===== src/rtl/accum_alu_if.sv =====
// Operand/command and result/flag bundle between the operand bus and accum_alu.
// The master drives commands; the slave (accum_alu) returns the accumulator and flags.
interface accum_alu_if #(
  parameter int WIDTH = 4
);
  logic [WIDTH-1:0] A;
  logic             Cin;
  logic [3:0]       Mode;
  logic             Start;
  logic [WIDTH-1:0] Y;
  logic [WIDTH-1:0] Hi;
  logic             CBF;
  logic             Of;
  logic             Zf;
  logic             Busy;
  logic             Done;

  modport master (
    output A, Cin, Mode, Start,
    input  Y, Hi, CBF, Of, Zf, Busy, Done
  );

  modport slave (
    input  A, Cin, Mode, Start,
    output Y, Hi, CBF, Of, Zf, Busy, Done
  );
endinterface


===== src/rtl/accum_alu.sv =====
// Parametrised accumulator ALU/shifter with flags and a multi-cycle shift-add MUL.
// All state updates happen on the falling edge of Clk.
module accum_alu #(
  parameter int WIDTH = 4,
  parameter int CNTW  = 3
) (
  input logic        Clk,
  input logic        nReset,
  accum_alu_if.slave bus
);

  typedef enum logic {IDLE, RUN} state_t;

  localparam logic [3:0] M_NOP = 4'd0,  M_LOAD = 4'd1,  M_ADD = 4'd2,  M_ADC = 4'd3;
  localparam logic [3:0] M_SUB = 4'd4,  M_SBB  = 4'd5,  M_AND = 4'd6,  M_OR  = 4'd7;
  localparam logic [3:0] M_XOR = 4'd8,  M_NOT  = 4'd9,  M_SHL = 4'd10, M_SHR = 4'd11;
  localparam logic [3:0] M_ASR = 4'd12, M_ROL  = 4'd13, M_ROR = 4'd14, M_MUL = 4'd15;

  state_t           state_p0;
  logic [WIDTH-1:0] y_p0, hi_p0;
  logic             cbf_p0, of_p0, zf_p0, busy_p0, done_p0;
  logic [CNTW-1:0]  cnt_p0;
  logic [WIDTH-1:0] mcand_p0, mplier_p0, part_p0;

  logic [WIDTH-1:0] res;
  logic             cbf_n, of_n;
  logic [WIDTH:0]   mul_sum;
  logic [WIDTH-1:0] mul_lo, mul_hi;

  // Returns {carry, overflow, sum} of acc + a + cin.
  function automatic logic [WIDTH+1:0] add_f(input logic [WIDTH-1:0] acc,
                                             input logic [WIDTH-1:0] a,
                                             input logic             cin);
    logic [WIDTH:0] s;
    logic           ovf;
    s   = {1'b0, acc} + {1'b0, a} + {{WIDTH{1'b0}}, cin};
    ovf = (acc[WIDTH-1] == a[WIDTH-1]) && (s[WIDTH-1] != acc[WIDTH-1]);
    return {s[WIDTH], ovf, s[WIDTH-1:0]};
  endfunction

  // Returns {borrow, overflow, difference} of acc - a - bin.
  function automatic logic [WIDTH+1:0] sub_f(input logic [WIDTH-1:0] acc,
                                             input logic [WIDTH-1:0] a,
                                             input logic             bin);
    logic [WIDTH:0] d;
    logic           ovf;
    d   = {1'b0, acc} - {1'b0, a} - {{WIDTH{1'b0}}, bin};
    ovf = (acc[WIDTH-1] != a[WIDTH-1]) && (d[WIDTH-1] != acc[WIDTH-1]);
    return {d[WIDTH], ovf, d[WIDTH-1:0]};
  endfunction

  always_comb begin
    res   = y_p0;
    cbf_n = cbf_p0;
    of_n  = 1'b0;
    case (bus.Mode)
      M_LOAD: res = bus.A;
      M_ADD:  {cbf_n, of_n, res} = add_f(y_p0, bus.A, 1'b0);
      M_ADC:  {cbf_n, of_n, res} = add_f(y_p0, bus.A, bus.Cin);
      M_SUB:  {cbf_n, of_n, res} = sub_f(y_p0, bus.A, 1'b0);
      M_SBB:  {cbf_n, of_n, res} = sub_f(y_p0, bus.A, bus.Cin);
      M_AND:  res = y_p0 & bus.A;
      M_OR:   res = y_p0 | bus.A;
      M_XOR:  res = y_p0 ^ bus.A;
      M_NOT:  res = ~y_p0;
      M_SHL:  begin res = {y_p0[WIDTH-2:0], 1'b0};          cbf_n = y_p0[WIDTH-1]; end
      M_SHR:  begin res = {1'b0, y_p0[WIDTH-1:1]};          cbf_n = y_p0[0];       end
      M_ASR:  begin res = {y_p0[WIDTH-1], y_p0[WIDTH-1:1]}; cbf_n = y_p0[0];       end
      M_ROL:  begin res = {y_p0[WIDTH-2:0], cbf_p0};        cbf_n = y_p0[WIDTH-1]; end
      M_ROR:  begin res = {cbf_p0, y_p0[WIDTH-1:1]};        cbf_n = y_p0[0];       end
      default: ;
    endcase
  end

  // One shift-add step: add multiplicand into the upper half, then shift the pair right.
  assign mul_sum = {1'b0, part_p0} + (mplier_p0[0] ? {1'b0, mcand_p0} : '0);
  assign mul_hi  = mul_sum[WIDTH:1];
  assign mul_lo  = {mul_sum[0], mplier_p0[WIDTH-1:1]};

  // Stage p0: multiplier datapath registers (no reset; qualified by state).
  always_ff @(negedge Clk) begin
    if (state_p0 == IDLE) begin
      if (bus.Start && bus.Mode == M_MUL) begin
        mcand_p0  <= bus.A;
        mplier_p0 <= y_p0;
        part_p0   <= '0;
      end
    end else begin
      part_p0   <= mul_hi;
      mplier_p0 <= mul_lo;
    end
  end

  // Stage p0: architectural state, flags and MUL control.
  always_ff @(negedge Clk or negedge nReset) begin
    if (!nReset) begin
      state_p0 <= IDLE;
      y_p0     <= '0;
      hi_p0    <= '0;
      cbf_p0   <= 1'b0;
      of_p0    <= 1'b0;
      zf_p0    <= 1'b1;
      busy_p0  <= 1'b0;
      done_p0  <= 1'b0;
      cnt_p0   <= '0;
    end else begin
      done_p0 <= 1'b0;
      case (state_p0)
        IDLE: begin
          if (bus.Start) begin
            if (bus.Mode == M_MUL) begin
              state_p0 <= RUN;
              busy_p0  <= 1'b1;
              cnt_p0   <= CNTW'(WIDTH);
            end else begin
              done_p0 <= 1'b1;
              if (bus.Mode != M_NOP) begin
                y_p0   <= res;
                cbf_p0 <= cbf_n;
                of_p0  <= of_n;
                zf_p0  <= (res == '0);
              end
            end
          end
        end
        RUN: begin
          cnt_p0 <= cnt_p0 - CNTW'(1);
          if (cnt_p0 == CNTW'(1)) begin
            y_p0     <= mul_lo;
            hi_p0    <= mul_hi;
            of_p0    <= (mul_hi != '0);
            zf_p0    <= (mul_lo == '0);
            busy_p0  <= 1'b0;
            done_p0  <= 1'b1;
            state_p0 <= IDLE;
          end
        end
        default: state_p0 <= IDLE;
      endcase
    end
  end

  assign bus.Y    = y_p0;
  assign bus.Hi   = hi_p0;
  assign bus.CBF  = cbf_p0;
  assign bus.Of   = of_p0;
  assign bus.Zf   = zf_p0;
  assign bus.Busy = busy_p0;
  assign bus.Done = done_p0;

endmodule


===== src/flat_wrapper.sv =====
// flat-port wrapper written by rule: the top's interface ports become plain ports
module accum_alu_flat 
#(
  parameter int WIDTH = 4,
  parameter int CNTW  = 3
)
  (Clk, nReset, bus_A, bus_Cin, bus_Mode, bus_Start, bus_Y, bus_Hi, bus_CBF, bus_Of, bus_Zf, bus_Busy, bus_Done);
  accum_alu_if #(.WIDTH(WIDTH)) bus_i ();
  input logic Clk;
  input logic nReset;
  input wire logic [$bits(bus_i.A)-1:0] bus_A;
  input wire logic [$bits(bus_i.Cin)-1:0] bus_Cin;
  input wire logic [$bits(bus_i.Mode)-1:0] bus_Mode;
  input wire logic [$bits(bus_i.Start)-1:0] bus_Start;
  output wire logic [$bits(bus_i.Y)-1:0] bus_Y;
  output wire logic [$bits(bus_i.Hi)-1:0] bus_Hi;
  output wire logic [$bits(bus_i.CBF)-1:0] bus_CBF;
  output wire logic [$bits(bus_i.Of)-1:0] bus_Of;
  output wire logic [$bits(bus_i.Zf)-1:0] bus_Zf;
  output wire logic [$bits(bus_i.Busy)-1:0] bus_Busy;
  output wire logic [$bits(bus_i.Done)-1:0] bus_Done;
  assign bus_i.A = bus_A;
  assign bus_i.Cin = bus_Cin;
  assign bus_i.Mode = bus_Mode;
  assign bus_i.Start = bus_Start;
  assign bus_Y = bus_i.Y;
  assign bus_Hi = bus_i.Hi;
  assign bus_CBF = bus_i.CBF;
  assign bus_Of = bus_i.Of;
  assign bus_Zf = bus_i.Zf;
  assign bus_Busy = bus_i.Busy;
  assign bus_Done = bus_i.Done;
  accum_alu #(.WIDTH(WIDTH), .CNTW(CNTW)) u_core (.Clk(Clk), .nReset(nReset), .bus(bus_i));
endmodule

===== config.mk =====
export PLATFORM = sky130hd
export DESIGN_NAME = accum_alu_flat
export DESIGN_NICKNAME = d
export VERILOG_FILES = /design/src/rtl/accum_alu_if.sv /design/src/rtl/accum_alu.sv /design/src/flat_wrapper.sv
export SDC_FILE = /design/constraint.sdc
export NUM_CORES = 1
export LEC_CHECK = 0
export ABC_AREA = 0
export CORE_MARGIN = 2
export CORE_UTILIZATION = 25
export CTS_CLUSTER_DIAMETER = 30
export DETAILED_ROUTE_END_ITERATION = 8
export PLACE_DENSITY = 0.51
export SLEW_MARGIN = 25
export SYNTH_ARGS = -nofsm -noshare
export SYNTH_HDL_FRONTEND = slang
export SYNTH_SLANG_ARGS = --single-unit
export TNS_END_PERCENT = 10

===== constraint.sdc =====
create_clock -name Clk -period 3.5 [get_ports Clk]
set_input_delay 0.35 -clock Clk [delete_from_list [all_inputs] [get_ports Clk]]
set_output_delay 0.35 -clock Clk [all_outputs]
set_load 0.05 [all_outputs]

==> metrics.log, run 1 <==
INFO  metric final_critical_path_setup_slack = -0.4121 ns
INFO  metric timing.critical_path.mode_cell = sky130_fd_sc_hd__inv_2
INFO  metric post_synth_instance_area = 2694 um^2
INFO  metric ant_nets = 0
INFO  metric worst_path_dominant_cell_family = adder cells
INFO  metric slew_violations = 0
INFO  metric track_usage = 16.93%
INFO  metric number_of_clock_buffers_inserted_by_tritoncts = 5
INFO  metric io_buffers = 24
INFO  metric drt-initial-drc-count = 216
INFO  metric setup_total_negative_slack = -2.498 ns
INFO  metric cp_cell_sequence = buf_12 -> ha_4 -> inv_2 -> fa_2 -> inv_2 -> ha_2 -> o21ai_1 -> or4_4 -> a22o_1
INFO  metric synth_simple_gate_area_share = 21.41%
INFO  metric grt_pass1_vias = 2892
INFO  metric vdd_ir_drop_max = 458.5 uV
INFO  metric crit_buf_inv = 3
INFO  metric path_class = in -> reg
INFO  metric num_rows = 37
INFO  metric synthArstFlopShare = 58.62%
INFO  metric crit-reg2reg-capture = u_core.bus.Y[1]$_DFFE_NN0P_
INFO  metric area_growth = 54.39%
INFO  metric whs_path_depth = 1
INFO  metric layout_commonest_cell = sky130_fd_sc_hd__buf_4
INFO  metric max_slew_margin = 68.16%
INFO  metric maxCapViolations = 0
INFO  metric worst-slew-pin-transition = 0.4776 ns
INFO  metric synth-compound-area-share = 21.74%
INFO  metric worst_ep_arrival_time = 2.30 ns
INFO  metric cellPowerDensity = 808.7 nW/um^2
INFO  metric yosys_warnings = 0
INFO  metric coreArea = 10420 um^2
INFO  metric route.final.wire_length = 9.422 mm
INFO  metric grt-ovfl-total = 0
INFO  metric dpl.hpwl = 7.155 mm
INFO  metric ys_dominant_reg_cell = sky130_fd_sc_hd__dfrtn_1
INFO  metric antenna_found_initial = 0
INFO  metric crit_path_end_kind = register
INFO  metric clk_latency = 0.35 ns
INFO  metric critical_path.max_stage_delay = 0.54 ns
INFO  metric critical_path.reg2reg.startpoint = u_core.bus.Y[0]$_DFFE_NN0P_
INFO  metric die-area = 11620 um^2
INFO  metric power.total = 3363 uW
INFO  metric violations = setup timing
INFO  metric mostFrequentLayoutCells = sky130_fd_sc_hd__buf_4, sky130_fd_sc_hd__inv_1, sky130_fd_sc_hd__nand2_1
INFO  metric timing.hold.ws = 0.4207 ns
INFO  metric initial_core_util = 25.86%
INFO  metric gp_congestion = 0.9034
INFO  metric dieHeight = 107.8 um
INFO  metric crit_path_top_delay_cell = sky130_fd_sc_hd__fa_2
INFO  metric route.vias.total = 2803
INFO  metric hold_violations = 0
INFO  metric status = complete, but fails checks
INFO  metric fraction_of_final_layout_cells_sized_beyond_drive_strength_1 = 39.57%
INFO  metric post_drt_via_cell_ratio = 5.023
INFO  metric setup_viol_count_final = 7
INFO  metric leakagePower = 0.001869 uW
INFO  metric synth.area.mux_share = 3.158%
INFO  metric ctsHtreeMaxLevel = 2
INFO  metric postSynthRegisterBits = 29
INFO  metric netlist_instances = 303
INFO  metric final_util = 39.93%
INFO  metric post_synth_xor_area_fraction = 5.202%
INFO  metric number_of_enable_type_register_cells_in_the_synthesized_netlist = 12
INFO  metric clk_root_buffer_cell = sky130_fd_sc_hd__clkbuf_8
INFO  metric floorplan.io_pins = 25
INFO  metric layout.nets = 458
INFO  metric synth.distinct_cells = 69
INFO  metric min_from = u_core.bus.Busy$_DFFE_NN0P_
INFO  metric grt_max_degree = 20
INFO  metric timing.reg2reg.worst_path_depth = 10
INFO  metric synth_top_family_by_area = compound AO/OA/AOI/OAI gates
INFO  metric synth_fa_ha_area_share = 12.45%
INFO  metric grt_pass1_wl = 15.10 mm
INFO  metric path_max_fanout = 5
INFO  metric avgRoutedWirePerCell = 16.89 um
INFO  metric dieWidth = 107.8 um
INFO  metric tritoncts = yes
INFO  metric drcViolationCount = 0
INFO  metric rsz0062_at_grt = true
INFO  metric per_instance_average_area_after_synthesis = 8.891 um^2
INFO  metric tritoncts_num_sinks = 29
INFO  metric synthesized_nets = 340
INFO  metric required = 1.89 ns
INFO  metric insertedDiodeCount = 0
INFO  metric worst_setup_path_start_kind = input port
INFO  metric finClkSkew = 0.06619 ns
INFO  metric setup.reg_to_reg.worst_slack = 0.52 ns
INFO  metric hold_class = reg -> reg
INFO  metric clockBufferDepth = 2
INFO  metric sequential_element_share_of_the_synthesized_area = 29.22%
INFO  metric fillCellCount = 1055
INFO  metric worstHoldEndpoint = u_core.bus.Busy$_DFFE_NN0P_
INFO  metric first_pass_iters = 6
INFO  metric worst_setup_hold_path_clk_slew = 0.05 ns
==> power breakdown <==
group	switching, uW	internal [uW]
sequential	148	536
clock	174	201
combinational	1200	1110
total	1520	1840
==> routing by layer <==
metal / vias to the layer above / track usage [%] / wire, um
li1: 1351 / - / -
met1: 1339 / 23.57 / 4375
met2: 101 / 28.03 / 4405
met3: 12 / 1.332 / 492
met4: 0 / 4.762 / 150
met5: - / 0 / 0
==> what timing repair did <==
item / in CTS / in global routing
pin swaps: 18 / 13
cloned: 2 / 0
buffers inserted: 7 / 1
setup endpoints to repair: 22 / 7
gates resized for setup: 47 / 9
hold buffers: 0 / 0
==> synthesized netlist by cell type, types with 2 or more instances <==
| cell | number | area share (%) |
|---|---|---|
| sky130_fd_sc_hd__a211oi_1 | 7 | 2.0 |
| sky130_fd_sc_hd__a21o_1 | 4 | 1.1 |
| sky130_fd_sc_hd__a21oi_1 | 17 | 3.2 |
| sky130_fd_sc_hd__a22o_1 | 3 | 0.98 |
| sky130_fd_sc_hd__a31oi_1 | 5 | 1.2 |
| sky130_fd_sc_hd__and2_1 | 8 | 1.9 |
| sky130_fd_sc_hd__and3_1 | 5 | 1.2 |
| sky130_fd_sc_hd__buf_2 | 5 | 0.93 |
| sky130_fd_sc_hd__buf_4 | 5 | 1.4 |
| sky130_fd_sc_hd__clkbuf_1 | 5 | 0.70 |
| sky130_fd_sc_hd__dfrtn_1 | 16 | 15 |
| sky130_fd_sc_hd__edfxtp_1 | 12 | 13 |
| sky130_fd_sc_hd__fa_1 | 3 | 2.2 |
| sky130_fd_sc_hd__ha_1 | 22 | 10 |
| sky130_fd_sc_hd__inv_1 | 21 | 2.9 |
| sky130_fd_sc_hd__inv_2 | 2 | 0.28 |
| sky130_fd_sc_hd__mux2_2 | 3 | 1.3 |
| sky130_fd_sc_hd__mux2i_1 | 4 | 1.5 |
| sky130_fd_sc_hd__nand2_1 | 23 | 3.2 |
| sky130_fd_sc_hd__nand2b_1 | 3 | 0.70 |
| sky130_fd_sc_hd__nand3_1 | 10 | 1.9 |
| sky130_fd_sc_hd__nand3b_1 | 6 | 1.7 |
| sky130_fd_sc_hd__nand4_1 | 5 | 1.2 |
| sky130_fd_sc_hd__nor2_1 | 16 | 2.2 |
| sky130_fd_sc_hd__nor2b_1 | 6 | 1.4 |
| sky130_fd_sc_hd__nor3_1 | 5 | 0.93 |
| sky130_fd_sc_hd__nor3b_1 | 2 | 0.56 |
| sky130_fd_sc_hd__o211ai_1 | 5 | 1.4 |
| sky130_fd_sc_hd__o21ai_0 | 17 | 3.2 |
| sky130_fd_sc_hd__o21bai_1 | 2 | 0.56 |
| sky130_fd_sc_hd__o22ai_1 | 2 | 0.46 |
| sky130_fd_sc_hd__o31ai_1 | 4 | 1.1 |
| sky130_fd_sc_hd__or2_2 | 4 | 0.93 |
| sky130_fd_sc_hd__or4_1 | 3 | 0.84 |
| sky130_fd_sc_hd__xnor2_1 | 7 | 2.3 |
| sky130_fd_sc_hd__xnor3_1 | 2 | 1.7 |
| sky130_fd_sc_hd__xor2_1 | 2 | 0.65 |
==> worst max path at each step <==
stage | end | cells past startpoint | slack (ns) | from
final | u_core.bus.Y[1]$_DFFE_NN0P_ | 9 | -0.41 | bus_A[0]
after detailed placement | u_core.bus.Y[2]$_DFFE_NN0P_ | 11 | -1.40 | bus_A[0]
after global routing | u_core.bus.CBF$_DFFE_NN0P_ | 9 | -0.46 | bus_A[1]
after CTS | u_core.bus.Y[3]$_DFFE_NN0P_ | 10 | -0.47 | bus_A[0]
after global placement | u_core.bus.CBF$_DFFE_NN0P_ | 9 | -1.33 | bus_A[0]
after floorplan | u_core.bus.Y[1]$_DFFE_NN0P_ | 7 | -0.52 | bus_A[0]
==> flip-flops by register name (all words and copies together) (netlist names), 3 cells and up <==
| register | count |
|---|---|
| u_core.bus.Hi | 4 |
| u_core.bus.Y | 4 |
| u_core.cnt_p0 | 3 |
| u_core.mcand_p0 | 4 |
| u_core.mplier_p0 | 4 |
| u_core.part_p0 | 4 |
==> area by class of cell <==
type | count | area [um^2] | share of cell area [%]
clock buffers | 6 | 93.84 | 2.256
well taps | 136 | 170.2 | 4.091
multi-input cells | 234 | 1906 | 45.82
clock inverters | 15 | 61.31 | 1.474
repair buffers | 116 | 1056 | 25.39
flip-flops and latches | 29 | 787.0 | 18.92
inverters | 22 | 85.08 | 2.046
==> logic make-up (layout without fill, tap and decap cells) <==
family / Yosys count / count (layout)
adder cells (fa/ha/maj): 25 / 25
XOR/XNOR: 12 / 12
flip-flops: 29 / 29
buffers and inverters: 40 / 159
multiplexers: 8 / 8
AO/OA/AOI/OAI: 84 / 84
AND/OR/NAND/NOR: 105 / 105
==> worst register-to-register path, delay by kind of cell, from the launching register on <==
family                     cells  cell delay, ns
muxes                          1            0.11
AOI/OAI and AO/OA              2            0.26
buffers and inverters          3            0.46
DFF                            1            0.70
and+or+nand+nor                2            0.64
adders and majority gates      2            0.68
==> through the flow <==
step | worst slack (ns) | cell area, um^2 | cells
3_3_place_gp | -1.333 | 3750 | 528
3_5_place_dp | -1.404 | 3750 | 528
5_1_grt | -0.4552 | 4159 | 558
6_report | -0.4121 | 4159 | 558
4_1_cts | -0.4664 | 4109 | 557
2_1_floorplan | -0.5209 | 2754 | 303
Note: power is estimated with default switching activity, not from simulation.
==> inputs of run 2 (changes only) <==
--- a/config.mk
+++ b/config.mk
@@ -8,9 +8,11 @@
 export ABC_AREA = 0
 export CORE_MARGIN = 2
 export CORE_UTILIZATION = 25
-export CTS_CLUSTER_DIAMETER = 30
+export CTS_CLUSTER_DIAMETER = 200
 export DETAILED_ROUTE_END_ITERATION = 8
+export HOLD_SLACK_MARGIN = 0.12
 export PLACE_DENSITY = 0.51
+export SKIP_LAST_GASP = 1
 export SLEW_MARGIN = 25
 export SYNTH_ARGS = -nofsm -noshare
 export SYNTH_HDL_FRONTEND = slang
==> run 2 against run 1 <==
Design area shrank 0.66%. The flow still finishes with violations (setup timing). Sequential power about the same. Clock power is essentially flat. Sequential share of layout area is 0.13 points higher. Setup slack improved by 0.020 ns. Die area did not move. Hold slack is essentially flat. Critical path type unchanged.
==> metrics.log, run 2 (synthesis results as in run 1) <==
INFO  metric min_from = u_core.bus.Busy$_DFFE_NN0P_
INFO  metric antenna_found_initial = 0 (unchanged)
INFO  metric clockBufferDepth = 2 (unchanged)
INFO  metric path_class = in -> reg
INFO  metric io_buffers = 24 (unchanged)
INFO  metric floorplan.io_pins = 25 (unchanged)
INFO  metric initial_core_util = 25.86% (unchanged)
INFO  metric required = 1.89 ns (about the same)
INFO  metric whs_path_depth = 1 (unchanged)
INFO  metric path_max_fanout = 5 (unchanged)
INFO  metric dieWidth = 107.8 um (unchanged)
INFO  metric post_drt_via_cell_ratio = 4.973 (-1.0%)
INFO  metric setup_viol_count_final = 7 (unchanged)
INFO  metric crit_path_end_kind = register
INFO  metric insertedDiodeCount = 0 (unchanged)
INFO  metric hold_class = reg -> reg
INFO  metric cts_hold_buffers = 0 (unchanged)
INFO  metric critical_path.reg2reg.startpoint = u_core.bus.Y[0]$_DFFE_NN0P_
INFO  metric area_growth = 53.37%
INFO  metric drt-initial-drc-count = 232 (+7.4%)
INFO  metric mostFrequentLayoutCells = sky130_fd_sc_hd__buf_4, sky130_fd_sc_hd__inv_1, sky130_fd_sc_hd__nand2_1
INFO  metric track_usage = 16.92% (about the same)
INFO  metric vdd_ir_drop_max = 453.7 uV (-1.0%)
INFO  metric hold_violations = 0 (unchanged)
INFO  metric clk_latency = 0.35 ns (about the same)
INFO  metric worstHoldEndpoint = u_core.bus.Busy$_DFFE_NN0P_
INFO  metric worst_setup_hold_path_clk_slew = 0.05 ns (about the same)
INFO  metric worst_setup_path_start_kind = input port
INFO  metric clk_root_buffer_cell = sky130_fd_sc_hd__clkbuf_8
INFO  metric ctsHtreeMaxLevel = 2 (unchanged)
INFO  metric cellPowerDensity = 803.1 nW/um^2 (-0.69%)
INFO  metric violations = setup timing
INFO  metric drcViolationCount = 0 (unchanged)
INFO  metric tritoncts_num_sinks = 29 (unchanged)
INFO  metric final_critical_path_setup_slack = -0.3921 ns (+0.01998 ns)
INFO  metric maxCapViolations = 0 (unchanged)
INFO  metric first_pass_iters = 4 (-2)
INFO  metric max_slew_margin = 66.70% (-1.5 points)
INFO  metric worst_ep_arrival_time = 2.28 ns (-0.02 ns)
INFO  metric finClkSkew = 0.06670 ns (+0.0005085 ns)
INFO  metric timing.reg2reg.worst_path_depth = 10 (unchanged)
INFO  metric ant_nets = 0 (unchanged)
INFO  metric dpl.hpwl = 7.155 mm (unchanged)
INFO  metric route.final.wire_length = 9.251 mm (-1.8%)
INFO  metric setup.reg_to_reg.worst_slack = 0.48 ns (-0.04 ns)
INFO  metric avgRoutedWirePerCell = 16.61 um (-1.6%)
INFO  metric final_util = 39.66% (-0.26 points)
INFO  metric worst-slew-pin-transition = 0.4994 ns (+0.02184 ns)
INFO  metric grt_pass1_wl = 15.07 mm (-0.19%)
INFO  metric layout.nets = 457 (-0.22%)
INFO  metric crit-reg2reg-capture = u_core.bus.Y[1]$_DFFE_NN0P_
INFO  metric status = complete, but fails checks
INFO  metric grt_pass1_vias = 2884 (-0.28%)
INFO  metric number_of_clock_buffers_inserted_by_tritoncts = 5 (unchanged)
INFO  metric dieHeight = 107.8 um (unchanged)
INFO  metric fraction_of_final_layout_cells_sized_beyond_drive_strength_1 = 38.72% (-0.86 points)
INFO  metric rsz0062_at_grt = true
INFO  metric leakagePower = 0.001863 uW (-0.33%)
INFO  metric route.vias.total = 2770 (-1.2%)
INFO  metric coreArea = 10420 um^2 (unchanged)
INFO  metric layout_commonest_cell = sky130_fd_sc_hd__buf_4
INFO  metric gp_congestion = 0.9034 (unchanged)
INFO  metric die-area = 11620 um^2 (unchanged)
INFO  metric timing.hold.ws = 0.4207 ns (-0.000003000 ns)
INFO  metric tritoncts = yes
INFO  metric num_rows = 37 (unchanged)
INFO  metric slew_violations = 0 (unchanged)
INFO  metric grt-ovfl-total = 0 (unchanged)
INFO  metric grt_max_degree = 20 (unchanged)
==> run 2: cell types whose count changed in the layout (fill, tap and decap cells not counted), sizes merged <==
cell / previous run / this run
buf: 107 / 106
==> run 2: timing repair <==
item / 4_1_cts / 5_1_grt
setup endpoints to repair: 22 / 7
gates resized for setup: 44 / 7
pin swaps: 13 / 7
gates cloned: 2 / 0
setup buffers: 7 / 0
==> run 2: cell type report <==
class | instances | area [um^2]
multi-input combinational | 234 | 1888
clock buffer | 6 | 93.84
clock inverter | 15 | 61.31
fill | 1059 | 6285
tap | 136 | 170.2
sequential | 29 | 787.0
timing repair buffer | 115 | 1046
inverter | 22 | 85.08
==> run 2: through the flow <==
stage               cell area [um^2]  TNS (ns)  setup WS, ns  power [uW]  cells
floorplan                       2754    -3.037       -0.5209        1914    303
finish                          4131    -2.547       -0.3921        3318    557
CTS                             4098    -2.826       -0.4679        3290    557
global route                    4131    -3.115       -0.4631        3555    557
detailed placement              3750    -16.72        -1.404        2803    528
global placement                3750    -16.22        -1.333        2784    528
==> run 2: report_power, final <==
group	total [uW]	switching (uW)	internal [uW]	leakage, uW
Sequential	682	146	536	0.000321
Clock	375	173	201	0.000122
Combinational	2260	1170	1090	0.00142
Total	3320	1490	1820	0.00186
==> run 2: worst max-delay path, cell delays in order <==
cell and delay (ns):
sky130_fd_sc_hd__buf_12 0.11, sky130_fd_sc_hd__ha_4 0.15, sky130_fd_sc_hd__inv_2 0.05, sky130_fd_sc_hd__fa_2 0.44, sky130_fd_sc_hd__buf_4 0.15, sky130_fd_sc_hd__mux2i_1 0.11
sky130_fd_sc_hd__or4_1 0.11, sky130_fd_sc_hd__o21ai_1 0.07, sky130_fd_sc_hd__or4_4 0.55, sky130_fd_sc_hd__a22o_1 0.19
==> run 2: worst max path at each step <==
stage | slack, ns | startpoint | cells past startpoint | to
final | -0.39 | bus_A[0] | 10 | u_core.bus.Y[1]$_DFFE_NN0P_
after global routing | -0.46 | bus_A[1] | 9 | u_core.bus.CBF$_DFFE_NN0P_
after CTS | -0.47 | bus_A[0] | 10 | u_core.bus.Y[3]$_DFFE_NN0P_
after detailed placement | -1.40 | bus_A[0] | 11 | u_core.bus.Y[2]$_DFFE_NN0P_
after global placement | -1.33 | bus_A[0] | 9 | u_core.bus.CBF$_DFFE_NN0P_
after floorplan | -0.52 | bus_A[0] | 7 | u_core.bus.Y[1]$_DFFE_NN0P_
==> run 2: metal layers <==
layer	wire, um	up-vias	GRT usage [%]
met1	4240	1326	23.54
met5	0	-	0
met4	183	0	5.128
met2	4329	81	27.85
met3	497	12	1.332
li1	-	1351	-
==> inputs of run 3 (changes only) <==
--- a/config.mk
+++ b/config.mk
@@ -7,11 +7,11 @@
 export LEC_CHECK = 0
 export ABC_AREA = 0
 export CORE_MARGIN = 2
-export CORE_UTILIZATION = 25
+export CORE_UTILIZATION = 40
 export CTS_CLUSTER_DIAMETER = 200
 export DETAILED_ROUTE_END_ITERATION = 8
 export HOLD_SLACK_MARGIN = 0.12
-export PLACE_DENSITY = 0.51
+export PLACE_DENSITY = 0.69
 export SKIP_LAST_GASP = 1
 export SLEW_MARGIN = 25
 export SYNTH_ARGS = -nofsm -noshare
==> run 3 against run 2 <==
The run still ends with setup timing left. Setup slack worse by 0.040 ns. Sequential cell count did not move. Wire length shrank 6.4%. First-iteration DRC count is 1.7% higher. Via count increased by 0.22%. Largest cell class unchanged. Critical path depth decreased by 1. Clock skew decreased by 0.0015 ns.
==> metrics.log, run 3 (synthesis results as in run 1) <==
INFO  metric status = complete, but fails checks
INFO  metric violations = setup timing
INFO  metric path_max_fanout = 4 (-1)
INFO  metric worst_setup_hold_path_clk_slew = 0.05 ns (about the same)
INFO  metric initial_core_util = 41.94% (+16 points)
INFO  metric num_rows = 29 (-22%)
INFO  metric tritoncts = yes
INFO  metric numPlacedInstances = 470 (-11%)
INFO  metric gp_congestion = 0.9352 (+3.5%)
INFO  metric stdcell_count = 498 (-11%)
INFO  metric track_usage = 24.69% (+7.8 points)
INFO  metric cellPowerDensity = 811.3 nW/um^2 (+1.0%)
INFO  metric post_drt_via_cell_ratio = 5.574 (+12%)
INFO  metric setup_total_negative_slack = -2.554 ns (-0.006760 ns)
INFO  metric layout.nets = 457 (unchanged)
INFO  metric antenna_found_initial = 0 (unchanged)
INFO  metric coreArea = 6422 um^2 (-38%)
INFO  metric io_buffers = 24 (unchanged)
INFO  metric cp_cell_sequence = buf_8 -> ha_4 -> fa_2 -> buf_4 -> nand3_1 -> xnor3_1 -> a22o_1 -> o22a_1 -> a31o_2
INFO  metric multiInputGateArea = 1856 um^2 (-1.7%)
INFO  metric tritoncts_num_sinks = 29 (unchanged)
INFO  metric grt_pass1_vias = 2736 (-5.1%)
INFO  metric slew_violations = 0 (unchanged)
INFO  metric path_class = in -> reg
INFO  metric first_pass_iters = 5 (+1)
INFO  metric rsz0062_at_grt = true
INFO  metric clk_root_buffer_cell = sky130_fd_sc_hd__clkbuf_8
INFO  metric route.final.wire_length = 8.656 mm (-6.4%)
INFO  metric route.vias.total = 2776 (+0.22%)
INFO  metric dieHeight = 86.07 um (-20%)
INFO  metric final_util = 62.01% (+22 points)
INFO  metric ant_nets = 0 (unchanged)
INFO  metric worst_ep_arrival_time = 2.33 ns (+0.05 ns)
INFO  metric ctsHtreeMaxLevel = 2 (unchanged)
INFO  metric drt-initial-drc-count = 236 (+1.7%)
INFO  metric critical_path.reg2reg.startpoint = u_core.bus.Y[0]$_DFFE_NN0P_
INFO  metric grt_max_degree = 25 (+25%)
INFO  metric fraction_of_final_layout_cells_sized_beyond_drive_strength_1 = 37.05% (-1.7 points)
INFO  metric required = 1.90 ns (about the same)
INFO  metric worst_setup_path_start_kind = input port
INFO  metric worstHoldEndpoint = u_core.bus.Busy$_DFFE_NN0P_
INFO  metric floorplan.io_pins = 25 (unchanged)
INFO  metric timing.hold.ws = 0.4281 ns (+0.007350 ns)
INFO  metric power.total = 3231 uW (-2.6%)
INFO  metric timing.reg2reg.worst_path_depth = 10 (unchanged)
INFO  metric hold_class = reg -> reg
INFO  metric finClkSkew = 0.06523 ns (-0.001464 ns)
INFO  metric mostFrequentLayoutCells = sky130_fd_sc_hd__buf_4, sky130_fd_sc_hd__inv_1, sky130_fd_sc_hd__nand2_1
INFO  metric max_slew_margin = 49.79% (-17 points)
INFO  metric avgRoutedWirePerCell = 17.38 um (+4.7%)
INFO  metric hold_violations = 0 (unchanged)
INFO  metric worst-slew-pin-transition = 0.7531 ns (+0.2537 ns)
INFO  metric maxCapViolations = 0 (unchanged)
INFO  metric leakagePower = 0.001851 uW (-0.63%)
INFO  metric number_of_clock_buffers_inserted_by_tritoncts = 5 (unchanged)
INFO  metric clockBufferDepth = 2 (unchanged)
INFO  metric grt_pass1_wl = 13.97 mm (-7.3%)
INFO  metric fillCellCount = 537 (-49%)
INFO  metric setup.reg_to_reg.worst_slack = 0.45 ns (-0.03 ns)
INFO  metric dpl.hpwl = 6.826 mm (-4.6%)
INFO  metric crit_path_end_kind = register
INFO  metric whs_path_depth = 1 (unchanged)
INFO  metric dieWidth = 86.07 um (-20%)
INFO  metric min_from = u_core.bus.Busy$_DFFE_NN0P_
INFO  metric grt-ovfl-total = 0 (unchanged)
INFO  metric area_growth = 47.84%
INFO  metric clk_latency = 0.36 ns (about the same)
INFO  metric register_area = 787.0 um^2 (unchanged)
INFO  metric insertedDiodeCount = 0 (unchanged)
INFO  metric drcViolationCount = 0 (unchanged)
INFO  metric crit_path_top_delay_cell = sky130_fd_sc_hd__fa_2
INFO  metric critical_path.max_stage_delay = 0.59 ns (+0.04 ns)
INFO  metric cts_hold_buffers = 0 (unchanged)
INFO  metric die-area = 7407 um^2 (-36%)
INFO  metric layout_commonest_cell = sky130_fd_sc_hd__buf_4
INFO  metric vdd_ir_drop_max = 486.1 uV (+7.1%)
INFO  metric crit-reg2reg-capture = u_core.bus.Y[3]$_DFFE_NN0P_
INFO  metric final_critical_path_setup_slack = -0.4317 ns (-0.03961 ns)
INFO  metric setup_viol_count_final = 7 (unchanged)
[run 3: how the worst max path moves through the flow]
stage / slack [ns] / from / cells after the start / end
final: -0.43 / bus_A[0] / 9 / u_core.bus.Y[3]$_DFFE_NN0P_
after global routing: -0.48 / bus_A[0] / 8 / u_core.bus.Zf$_DFFE_NN1P_
after CTS: -0.48 / bus_A[0] / 10 / u_core.bus.Y[3]$_DFFE_NN0P_
after floorplan: -0.52 / bus_A[0] / 7 / u_core.bus.Y[1]$_DFFE_NN0P_
after global placement: -1.21 / bus_A[0] / 10 / u_core.bus.Zf$_DFFE_NN1P_
after detailed placement: -1.27 / bus_A[0] / 11 / u_core.bus.Zf$_DFFE_NN1P_
[run 3: per-stage QoR]
stage          worst slack [ns]  instance area, um^2
2_1_floorplan           -0.5209                 2754
3_3_place_gp             -1.214                 3684
3_5_place_dp             -1.273                 3684
4_1_cts                 -0.4804                 3914
5_1_grt                 -0.4793                 3983
6_report                -0.4317                 3983
[run 3: report_power, final]
group          internal (uW)  switching, uW  total [uW]
sequential               535            175         711
clock                    163            197         360
combinational           1060           1100        2160
[run 3: layout make-up]
cell class	count	area share, %
flip-flops and latches	29	19.76
multi-input cells	234	46.59
repair buffers	115	25.57
clock inverters	16	1.854
clock buffers	5	1.728
well taps	77	2.419
inverters	22	2.074
[run 3: timing repair]
item / in CTS / in global routing
gates cloned: 0 / 1
setup buffers: 4 / 3
gates resized for setup: 29 / 15
pin swaps: 13 / 13
endpoints found under the setup margin: 22 / 22
[run 3: routing by layer]
metal | share of wire, % | track usage, % | vias to the layer above | wire [um]
met2 | 48 | 40.38 | 110 | 4194
li1 | - | - | 1350 | -
met4 | 2.6 | 7.648 | 0 | 221
met3 | 6.4 | 5.294 | 25 | 558
met5 | 0 | 0 | - | 0
met1 | 43 | 32.60 | 1291 | 3681
[run 3: worst max-delay path, delay by kind of cell]
kind | cells | cell delay, ns
compound gates | 3 | 0.70
xor+xnor | 1 | 0.20
fa+ha+maj | 2 | 0.75
buf+inv | 2 | 0.24
simple gates | 1 | 0.09
